**config.mk**
```make
export PLATFORM = sky130hd
export DESIGN_NAME = fetch_stage
export DESIGN_NICKNAME = d
export VERILOG_FILES = /design/src/rtl/fetch_stage.sv
export SDC_FILE = /design/constraint.sdc
export NUM_CORES = 1
export LEC_CHECK = 0
export CORE_ASPECT_RATIO = 1.2
export CORE_UTILIZATION = 45
export CTS_BUF_LIST = sky130_fd_sc_hd__clkbuf_16
export CTS_CLUSTER_DIAMETER = 40
export DETAILED_ROUTE_END_ITERATION = 8
export GPL_TIMING_DRIVEN = 0
export PLACE_DENSITY = 0.69
export SLEW_MARGIN = 20
export SYNTH_ARGS = -nofsm -noshare
export SYNTH_HDL_FRONTEND = slang
export SYNTH_SLANG_ARGS = --single-unit
```
**constraint.sdc**
```tcl
create_clock -name clk -period 4.2 [get_ports clk]
set_input_delay 0.63 -clock clk [delete_from_list [all_inputs] [get_ports clk]]
set_output_delay 0.63 -clock clk [all_outputs]
set_load 0.005 [all_outputs]
```
**src/rtl/fetch_stage.sv**
```systemverilog
// rtl/fetch_stage.sv - instruction fetch stage with one-entry skid buffer and IF/ID register
module fetch_stage #(
    parameter logic [31:0] RESET_PC = 32'h00000000
) (
    input  logic        clk,
    input  logic        rst,
    output logic        imem_req,
    output logic [29:0] imem_addr,
    input  logic        imem_ack,
    input  logic [31:0] imem_data,
    input  logic        stall,
    input  logic        redirect,
    input  logic [31:0] redirect_pc,
    output logic        if_id_valid,
    output logic [31:0] if_id_instr,
    output logic [31:0] if_id_pc,
    output logic [31:0] if_id_pc4
);

    localparam logic [31:0] NOP_INSTR = 32'h00000013;

    // ST_REQ: fetching from memory; ST_BUF: a word is parked in the skid buffer
    typedef enum logic {
        ST_REQ = 1'b0,
        ST_BUF = 1'b1
    } fetchState_t;

    fetchState_t state;
    fetchState_t stateNext;

    logic [31:0] pc;
    logic [31:0] pcNext;
    logic [31:0] pcPlus4;
    logic [31:0] bufInstr;
    logic [31:0] bufInstrNext;
    logic [31:0] bufPc;
    logic [31:0] bufPcNext;

    logic        validNext;
    logic [31:0] instrNext;
    logic [31:0] idPcNext;
    logic [31:0] idPc4Next;

    // Wraps modulo 2^32 naturally through the 32-bit width
    assign pcPlus4 = pc + 32'd4;

    // Memory request is only issued while the skid buffer is empty
    always_comb begin
        imem_req  = (state == ST_REQ);
        imem_addr = pc[31:2];
    end

    // Next-state and next-value logic; redirect outranks everything except reset
    always_comb begin
        stateNext    = state;
        pcNext       = pc;
        bufInstrNext = bufInstr;
        bufPcNext    = bufPc;
        validNext    = if_id_valid;
        instrNext    = if_id_instr;
        idPcNext     = if_id_pc;
        idPc4Next    = if_id_pc4;

        if (redirect) begin
            // Any ack arriving this cycle belongs to the stale path and is dropped
            pcNext       = {redirect_pc[31:2], 2'b00};
            stateNext    = ST_REQ;
            bufInstrNext = NOP_INSTR;
            bufPcNext    = 32'h00000000;
            validNext    = 1'b0;
            instrNext    = NOP_INSTR;
        end else begin
            case (state)
                ST_REQ: begin
                    if (imem_ack) begin
                        pcNext = pcPlus4;
                        if (stall) begin
                            // Decode is busy: park the word and stop requesting
                            bufInstrNext = imem_data;
                            bufPcNext    = pc;
                            stateNext    = ST_BUF;
                        end else begin
                            validNext = 1'b1;
                            instrNext = imem_data;
                            idPcNext  = pc;
                            idPc4Next = pcPlus4;
                        end
                    end else if (!stall) begin
                        // No word this cycle: hand decode a bubble
                        validNext = 1'b0;
                        instrNext = NOP_INSTR;
                    end
                end
                ST_BUF: begin
                    if (!stall) begin
                        validNext = 1'b1;
                        instrNext = bufInstr;
                        idPcNext  = bufPc;
                        idPc4Next = bufPc + 32'd4;
                        stateNext = ST_REQ;
                    end
                end
                default: begin
                    stateNext = ST_REQ;
                end
            endcase
        end
    end

    // State, PC, skid buffer and IF/ID register update with synchronous reset
    always_ff @(posedge clk) begin
        if (rst) begin
            state       <= ST_REQ;
            pc          <= RESET_PC;
            bufInstr    <= NOP_INSTR;
            bufPc       <= 32'h00000000;
            if_id_valid <= 1'b0;
            if_id_instr <= NOP_INSTR;
            if_id_pc    <= 32'h00000000;
            if_id_pc4   <= 32'h00000000;
        end else begin
            state       <= stateNext;
            pc          <= pcNext;
            bufInstr    <= bufInstrNext;
            bufPc       <= bufPcNext;
            if_id_valid <= validNext;
            if_id_instr <= instrNext;
            if_id_pc    <= idPcNext;
            if_id_pc4   <= idPc4Next;
        end
    end

endmodule
```
==> results.ini, run 1 <==
[power]
p_sw_mw=1.15
p_leak_nw=3.94
clkPwrFrac=0.397
p_comb_frac=0.138
pwr_density_cell_nw_per_um2=336
p_int_mw=2.87
sequentialPowerShare=0.465
peakVddDrop_mv=0.336
swShare=0.286

[finish]
register_area_um2=3720
nets=1447
multiInputGateArea_um2=4850
n_antenna_cell=0
layout_commonest_cell=nand2_1
area_growth_pct=30.5
stdcell_area_um2=11900
fillers=1882
final_cell_mix=203 x nand2_1, 187 x clkdlybuf4s50_1, 186 x dfxtp_1
final_layout_size_suffix_gt1_frac=0.0598

[sta]
rsz0062_at_grt=false
fmax_mhz=292
fin_crit_ns=3.43
hold_violations=0
setup_viol=0
timing.setup.tns_ns=0
skew_ns=0.0152
slew_violations=0
max_slew_margin=0.328
worst_pin_slew_ns=1.00
post-route-period-util=0.816

[floorplanning]
die_area_um2=20900
rows=56
initial_core_util=0.463
die_h_um=158
ioPinCount=197
die_width_um=132
core_um2=19800

[global_routing]
first_global_vias=8726
overflow=0
groute.usage.overall=0.301
grt_pass1_wl_mm=48.4
grt_start_max_net_pins=20
antenna_found_initial=0

[placement]
io_buffers=187
placed_area_um2=11400
routabilityCongestion=0.919
dpl.hpwl_mm=23.0

[critical_path]
critPathCaptureType=output port
worstSetupStartpointType=flop
cpMostUsedCell=clkbuf_1
slowest_stage=clkdlybuf4s50_1
critical_path.max_stage_delay_ns=0.63
critPathTopFamily=buffers and inverters
critPathRequiredTime_ns=3.57
critPathMaxFanout=10
path_buf_inv=5
arrival_ns=2.80
setup.worst_path.class=reg2out
critical_path.cell_chain=clkbuf_1 > inv_1 > clkbuf_1 > clkbuf_1 > clkdlybuf4s50_1

[clocking]
h-tree-depth=4
path_clk_slew_ns=0.07
cts_max_path_buffers=2
clk_latency_ns=0.44
clock-root-buffer=clkbuf_16
cts_tree=done
cts-hold-fix-buffers=0
cts_resized=0
cts_inserted_buffers=17
post_cts_buffers=0
cts_sinks=186

[logic_synthesis]
synth.avg_cell_area_um2=7.84
synthTopCellsByArea=dfxtp_1 41%, nand2_1 8.3%, a21oi_1 7.8%
synth.distinct_cells=56
ys_seq_area_frac=0.407
yosysWarnings=0
synth-xor-area-share=0.0575
ys.flop_type=dfxtp_1
synth-simple-area-share=0.259
ys_seq_elements=186
synthAdderAreaFrac=0.00274
synth-compound-area-share=0.172
synth_area_leader_cell=dfxtp_1
synth_cells=1167
synthMuxAreaShare=0.0383
syn_area_um2=9140
ys_async_sr_fraction=0
synth_edf_count=0
synth_top_family_by_area=simple AND/OR/NAND/NOR gates
yosysTopAreaCellShare=0.407

[routing]
ant_nets=0
drt_first_pass_iters=6
route.final.wire_length_mm=31.0
viasPerCell=5.66
drt-initial-drc-count=801
wl_per_cell_um=18.8
vias=9337
drc_errors=0

[min_path]
hp-class=reg2reg

[status]
status=finished, final reports clean

[run]
cap_violations=0

## worst min-delay path, cell delays in order (launching register included)
cell and delay [ns]:
dfxtp_1 0.31, nand2_1 0.05, a21oi_1 0.05
## power groups by stage
stage / clock network, mW / logic (mW) / registers (mW)
3_3_place_gp: 0 / 0.544 / 1.91
6_report: 1.59 / 0.552 / 1.87
4_1_cts: 1.61 / 0.550 / 1.87
2_1_floorplan: 0 / 0.276 / 1.90
3_5_place_dp: 0 / 0.547 / 1.91
5_1_grt: 1.70 / 0.599 / 1.88
## metal layers
layer | global-route usage | vias up | share of wire
met5 | 0 | - | 0
met4 | 0.142 | 0 | 0.036
met3 | 0.0711 | 73 | 0.083
met2 | 0.508 | 442 | 0.47
met1 | 0.361 | 4343 | 0.41
li1 | - | 4479 | -
## cell families after synthesis
family,Yosys count
AND/OR/NAND/NOR,494
AO/OA/AOI/OAI,256
flip-flops,186
buffers and inverters,133
XOR/XNOR,60
multiplexers,35
adder cells (fa/ha/maj),2
other,1
## flip-flops by register name (all words and copies together) (netlist names)
register,cells
if_id_pc,30
if_id_instr,32
if_id_pc4,30
state,1
if_id_valid,1
bufInstr,32
bufPc,30
pc,30
## layout make-up
cell class                      instances  area share
Buffer                                120      0.0447
Tap cell                              261      0.0274
Clock inverter                         15      0.0130
Clock buffer                           17      0.0356
Multi-Input combinational cell        851       0.406
Sequential cell                       186       0.312
Inverter                               13     0.00409
Timing Repair Buffer                  187       0.157
## final timing paths
| kind | startpoint | to | slack, ns | cells after the start |
|---|---|---|---|---|
| worst max-delay path | state$_SDFF_PP0_ | imem_req | 0.77 | 5 |
| worst min-delay path | bufInstr[26]$_SDFFE_PP0P_ | bufInstr[26]$_SDFFE_PP0P_ | 0.46 | 2 |
| worst max register to register | pc[2]$_SDFFE_PP0P_ | if_id_pc4[30]$_SDFFE_PP0P_ | 1.38 | 7 |
| worst min register to register | bufInstr[26]$_SDFFE_PP0P_ | bufInstr[26]$_SDFFE_PP0P_ | 0.46 | 2 |
## synth_stat cells (9+ instances only)
library cell,number
a21oi_1,142
dfxtp_1,186
buf_2,12
nand2_1,203
nor4_1,12
o21ai_0,18
nor2_1,112
o211ai_1,12
nor3_1,19
a211oi_1,51
and4_1,9
or3_1,13
buf_4,11
xnor2_1,35
clkbuf_1,69
buf_1,22
inv_1,13
nand4_1,17
nand3_1,61
xor2_1,25
mux2i_1,35
## stage by stage
| stage | power, mW | setup WS [ns] | hold WS [ns] | instances | util |
|---|---|---|---|---|---|
| after floorplan | 2.18 | 2.04 | 0.437 | 1170 | - |
| after global routing | 4.17 | 0.664 | 0.474 | 1650 | 0.604 |
| after CTS | 4.03 | 0.821 | 0.459 | 1650 | 0.604 |
| after detailed placement | 2.46 | 0.963 | 0.448 | 1618 | 0.575 |
| final | 4.01 | 0.774 | 0.459 | 1650 | 0.604 |
| after global placement | 2.45 | 0.971 | 0.442 | 1618 | 0.575 |
Note: power is estimated with default switching activity, not from simulation.
==> run 2, diff against run 1 <==
Clock period 4.2 ns to 3.3 ns, I/O delays scaled along.
==> run 2 against run 1 <==
Sequential share of layout area about the same; clock power increased by 28%; non-clock buffer count unchanged; register-to-register slack got worse by 0.92 ns; critical path depth unchanged; power increased by 27%; critical endpoint unchanged.
==> results.ini, run 2 (synthesis gave the netlist of run 1 again) <==
[routing]
route.final.wire_length_mm=31.1  ; +0.14%
viasPerCell=5.65  ; -0.19%
ant_nets=0  ; unchanged
vias=9319  ; -0.19%
wl_per_cell_um=18.8  ; +0.14%
drc_errors=0  ; unchanged
drt_first_pass_iters=5  ; -1
drt-initial-drc-count=858  ; +7.1%

[clocking]
cts_inserted_buffers=17  ; unchanged
h-tree-depth=4  ; unchanged
cts_max_path_buffers=2  ; unchanged
cts_tree=done
path_clk_slew_ns=0.07  ; about the same
cts_sinks=186  ; unchanged
cts-hold-fix-buffers=0  ; unchanged
post_cts_buffers=0  ; unchanged
clock-root-buffer=clkbuf_16
clk_latency_ns=0.45  ; about the same

[sta]
holdWs_ns=0.459  ; +0.0000960 ns
fin_crit_ns=3.06
worst_pin_slew_ns=0.998  ; -0.00342 ns
hold_violations=0  ; unchanged
slew_violations=0  ; unchanged
rsz0062_at_grt=false
max_slew_margin=0.330  ; +0.00230
setup_viol=0  ; unchanged
skew_ns=0.0115  ; -0.00372 ns
fmax_mhz=327
post-route-period-util=0.926
timing.setup.tns_ns=0  ; unchanged

[global_routing]
overflow=0  ; unchanged
grt_pass1_wl_mm=48.4  ; unchanged
grt_start_max_net_pins=20  ; unchanged
antenna_found_initial=0  ; unchanged
first_global_vias=8726  ; unchanged
groute.usage.overall=0.301  ; unchanged

[finish]
final_layout_size_suffix_gt1_frac=0.0605  ; +0.000720
post-route-util=0.604  ; about the same
stdcell_area_um2=11900  ; about the same
n_antenna_cell=0  ; unchanged
fillers=1882  ; unchanged
final_cell_mix=203 x nand2_1, 187 x clkdlybuf4s50_1, 186 x dfxtp_1
layout_commonest_cell=nand2_1
area_growth_pct=30.5  ; about the same
top_regs=bufInstr x32, if_id_instr x32
nets=1447  ; unchanged
final_cells=1650  ; unchanged

[floorplanning]
core_um2=19800  ; unchanged
die_h_um=158  ; unchanged
ioPinCount=197  ; unchanged
die_area_um2=20900  ; unchanged
rows=56  ; unchanged
die_width_um=132  ; unchanged
initial_core_util=0.463  ; unchanged

[placement]
placed_area_um2=11400  ; unchanged
io_buffers=187  ; unchanged
dpl.hpwl_mm=23.0  ; unchanged
dp_cells=1618  ; unchanged
routabilityCongestion=0.919  ; unchanged

[critical_path]
critPathRequiredTime_ns=2.80  ; -0.77 ns
arrival_ns=2.56  ; -0.24 ns
path_buf_inv=5  ; unchanged
critPathTopFamily=buffers and inverters
cpMostUsedCell=clkbuf_1
r2r_start=pc[2]$_SDFFE_PP0P_
critical_path.max_stage_delay_ns=0.56  ; -0.07 ns
critPathCaptureType=output port
worstSetupStartpointType=flop
startpoint=state$_SDFF_PP0_
critPathMaxFanout=10  ; unchanged
setup.worst_path.class=reg2out
slowest_stage=clkdlybuf4s50_1
critical_path.cell_chain=clkbuf_1 > inv_1 > clkbuf_1 > clkbuf_2 > clkdlybuf4s50_1

[power]
swShare=0.286  ; about the same
peakVddDrop_mv=0.431  ; +28%
p_sw_mw=1.46  ; +27%
clkPwrFrac=0.397  ; about the same
p_comb_frac=0.138  ; about the same
p_leak_nw=3.94  ; about the same
sequentialPowerShare=0.465  ; about the same
p_int_mw=3.65  ; +27%
pwr_density_cell_nw_per_um2=428  ; +27%

[status]
status=finished, final reports clean

[min_path]
hp-start=bufInstr[26]$_SDFFE_PP0P_
hp-class=reg2reg

[run]
cap_violations=0  ; unchanged

run 2: cell counts in the layout (fill, tap and decap cells not counted):
Identical to the previous run, type by type.
run 2: final cells by class:
cell class	instances	area, um2	share of cell area
Buffer	120	534	0.0448
Clock buffer	17	425	0.0356
Clock inverter	15	155	0.0130
Inverter	13	48.8	0.00409
Multi-Input combinational cell	851	4850	0.406
Sequential cell	186	3720	0.312
Tap cell	261	327	0.0274
Timing Repair Buffer	187	1870	0.157
run 2: per-stage QoR:
step	total power, mW	worst slack, ns
global placement	3.12	0.206
global route	5.31	0.120
finish	5.11	0.244
detailed placement	3.12	0.198
CTS	5.13	0.0556
floorplan	2.77	1.14
run 2: worst register-to-register path: cells and delay by family, from the launching register on:
family | cells | cell delay (ns)
buffers and inverters | 1 | 0.25
AO/OA/AOI/OAI | 1 | 0.31
flip-flops | 1 | 0.55
XOR/XNOR | 1 | 0.18
AND/OR/NAND/NOR | 3 | 1.16
adder cells (fa/ha/maj) | 1 | 0.29
run 2: worst paths after layout:
check	endpoint	slack (ns)	cells past startpoint
min reg2reg	bufInstr[26]$_SDFFE_PP0P_	0.46	2
max	imem_req	0.24	5
max reg2reg	if_id_pc4[30]$_SDFFE_PP0P_	0.46	7
min	bufInstr[26]$_SDFFE_PP0P_	0.46	2
run 2: power by group through the flow:
stage	combinational (mW)	sequential (mW)	clock, mW
floorplan	0.351	2.42	0
global placement	0.692	2.43	0
detailed placement	0.696	2.43	0
CTS	0.700	2.38	2.05
global route	0.762	2.39	2.16
finish	0.703	2.38	2.03
run 2: per-layer routing:
metal,up-vias,GRT usage,part of all wire,wire length [um]
met4,0,0.142,0.035,1100
met1,4319,0.361,0.41,12600
met3,70,0.0711,0.086,2670
met5,-,0,0,0
met2,461,0.508,0.47,14700
li1,4469,-,-,-
run 2: repair_timing:
action / in CTS / in global routing
setup endpoints to repair: 0 / 1
endpoints found under the hold margin: 0 / 0
resized for setup: 0 / 2
==> run 3, diff against run 2 <==
Settings changed: CORE_UTILIZATION 45 to 51, PLACE_DENSITY 0.69 to 0.77.
==> run 3 against run 2 <==
Via count rose by 1.6%; die area shrank 12%; critical path depth unchanged; clock power rose by 4%; sequential share of layout area up 0.075 points; worst setup slack worse by 0.0081 ns; sequential power about the same; combinational power is essentially flat; clock skew decreased by 0.0020 ns; critical endpoint unchanged.
==> results.ini, run 3 (synthesis gave the netlist of run 1 again) <==
[status]
status=finished, final reports clean

[finish]
final_layout_size_suffix_gt1_frac=0.0605  ; unchanged
layout_commonest_cell=nand2_1
nets=1447  ; unchanged
fillers=1549  ; -18%
area_growth_pct=30.2
top_regs=bufInstr x32, if_id_instr x32
final_cell_mix=203 x nand2_1, 187 x clkdlybuf4s50_1, 186 x dfxtp_1
n_antenna_cell=0  ; unchanged

[critical_path]
arrival_ns=2.57  ; about the same
critPathMaxFanout=10  ; unchanged
critPathRequiredTime_ns=2.80  ; about the same
r2r_cells=7  ; unchanged
critPathCaptureType=output port
worstSetupStartpointType=flop
setup.worst_path.class=reg2out

[clocking]
clk_latency_ns=0.44  ; about the same
cts_inserted_buffers=17  ; unchanged
cts_sinks=186  ; unchanged
h-tree-depth=4  ; unchanged
clock-root-buffer=clkbuf_16
cts_max_path_buffers=2  ; unchanged
cts_tree=done
post_cts_buffers=0  ; unchanged
path_clk_slew_ns=0.07  ; about the same

[floorplanning]
ioPinCount=197  ; unchanged
initial_core_util=0.522  ; +0.0595
rows=53  ; -5.4%
die_area_um2=18500  ; -12%
die_h_um=149  ; -6.0%
die_width_um=124  ; -6.0%
core_um2=17500  ; -11%

[routing]
drt_first_pass_iters=5  ; unchanged
ant_nets=0  ; unchanged
wl_per_cell_um=19.2  ; +1.9%
route.final.wire_length_mm=30.9  ; -0.66%
drt-initial-drc-count=906  ; +5.6%
viasPerCell=5.89  ; +4.2%
drc_errors=0  ; unchanged
vias=9470  ; +1.6%

[sta]
fmax_mhz=326  ; -0.26%
skew_ns=0.00948  ; -0.00198 ns
setup_viol=0  ; unchanged
rsz0062_at_grt=false
max_slew_margin=0.267  ; -0.0631
worst_pin_slew_ns=1.09  ; +0.0940 ns
holdWs_ns=0.461  ; +0.00179 ns
hold_violations=0  ; unchanged
fin_crit_ns=3.06  ; +0.00812 ns
timing.setup.tns_ns=0  ; unchanged
post-route-period-util=0.929  ; +0.00246
slew_violations=0  ; unchanged

[power]
pwr_density_cell_nw_per_um2=437  ; +2.0%
p_sw_mw=1.47  ; +0.71%
p_leak_nw=3.96  ; +0.45%
clkPwrFrac=0.407  ; +0.010
sequentialPowerShare=0.457  ; -0.008
swShare=0.283  ; -0.00302
peakVddDrop_mv=0.339  ; -21%
p_int_mw=3.73  ; +2.2%
p_comb_frac=0.135  ; -0.003

[placement]
io_buffers=187  ; unchanged
dpl.hpwl_mm=22.6  ; -1.7%
routabilityCongestion=0.949  ; +3.3%

[global_routing]
groute.usage.overall=0.333  ; +0.0322
antenna_found_initial=0  ; unchanged
overflow=0  ; unchanged
first_global_vias=8999  ; +3.1%
grt_start_max_net_pins=20  ; unchanged
grt_pass1_wl_mm=48.4  ; about the same

[min_path]
hold_depth=2  ; unchanged
hp-class=reg2reg

[run]
cap_violations=0  ; unchanged

[run 3: critical path, cell delays in order (launching register included)]
cell and delay [ns]:
dfxtp_1 0.33, clkbuf_1 0.25, inv_1 0.14, clkbuf_1 0.45, clkbuf_2 0.39, clkdlybuf4s50_1 0.56
[run 3: worst paths after layout]
check / start / endpoint / slack (ns)
max: state$_SDFF_PP0_ / imem_req / 0.24
min: bufInstr[9]$_SDFFE_PP0P_ / bufInstr[9]$_SDFFE_PP0P_ / 0.46
max reg2reg: pc[2]$_SDFFE_PP0P_ / pc[30]$_SDFFE_PP0P_ / 0.34
min reg2reg: bufInstr[9]$_SDFFE_PP0P_ / bufInstr[9]$_SDFFE_PP0P_ / 0.46
[run 3: layout make-up]
class	count	area [um2]	share of cell area
Clock inverter	15	178	0.0149
Sequential cell	186	3720	0.313
Buffer	120	534	0.0449
Tap cell	220	275	0.0231
Inverter	13	48.8	0.00410
Multi-Input combinational cell	851	4850	0.407
Timing Repair Buffer	187	1870	0.157
Clock buffer	17	425	0.0357
[run 3: power by group through the flow]
stage / Combinational [mW] / Sequential (mW) / Clock [mW]
after global placement: 0.687 / 2.43 / 0
after CTS: 0.698 / 2.38 / 2.12
final: 0.705 / 2.38 / 2.12
after floorplan: 0.351 / 2.42 / 0
after detailed placement: 0.693 / 2.43 / 0
after global routing: 0.761 / 2.39 / 2.21
[run 3: what timing repair did]
action / CTS / global route
setup endpoints to repair: 0 / 1
hold buffers: 0 / 0
gates resized for setup: 0 / 2
[run 3: through the flow]
stage	power (mW)	utilization	setup slack, ns	cell area, um2	cells
6_report	5.20	0.680	0.236	11900	1609
5_1_grt	5.36	0.680	0.145	11900	1609
4_1_cts	5.19	0.680	0.0977	11900	1609
3_5_place_dp	3.12	0.646	0.266	11300	1577
3_3_place_gp	3.11	0.646	0.286	11300	1577
2_1_floorplan	2.77	-	1.14	9160	1170
[run 3: routing by layer]
layer / share of wire / up-vias / GRT usage
met2: 0.48 / 473 / 0.554
met4: 0.045 / 0 / 0.184
met3: 0.083 / 90 / 0.0709
met1: 0.40 / 4434 / 0.400
li1: - / 4473 / -
met5: 0 / - / 0
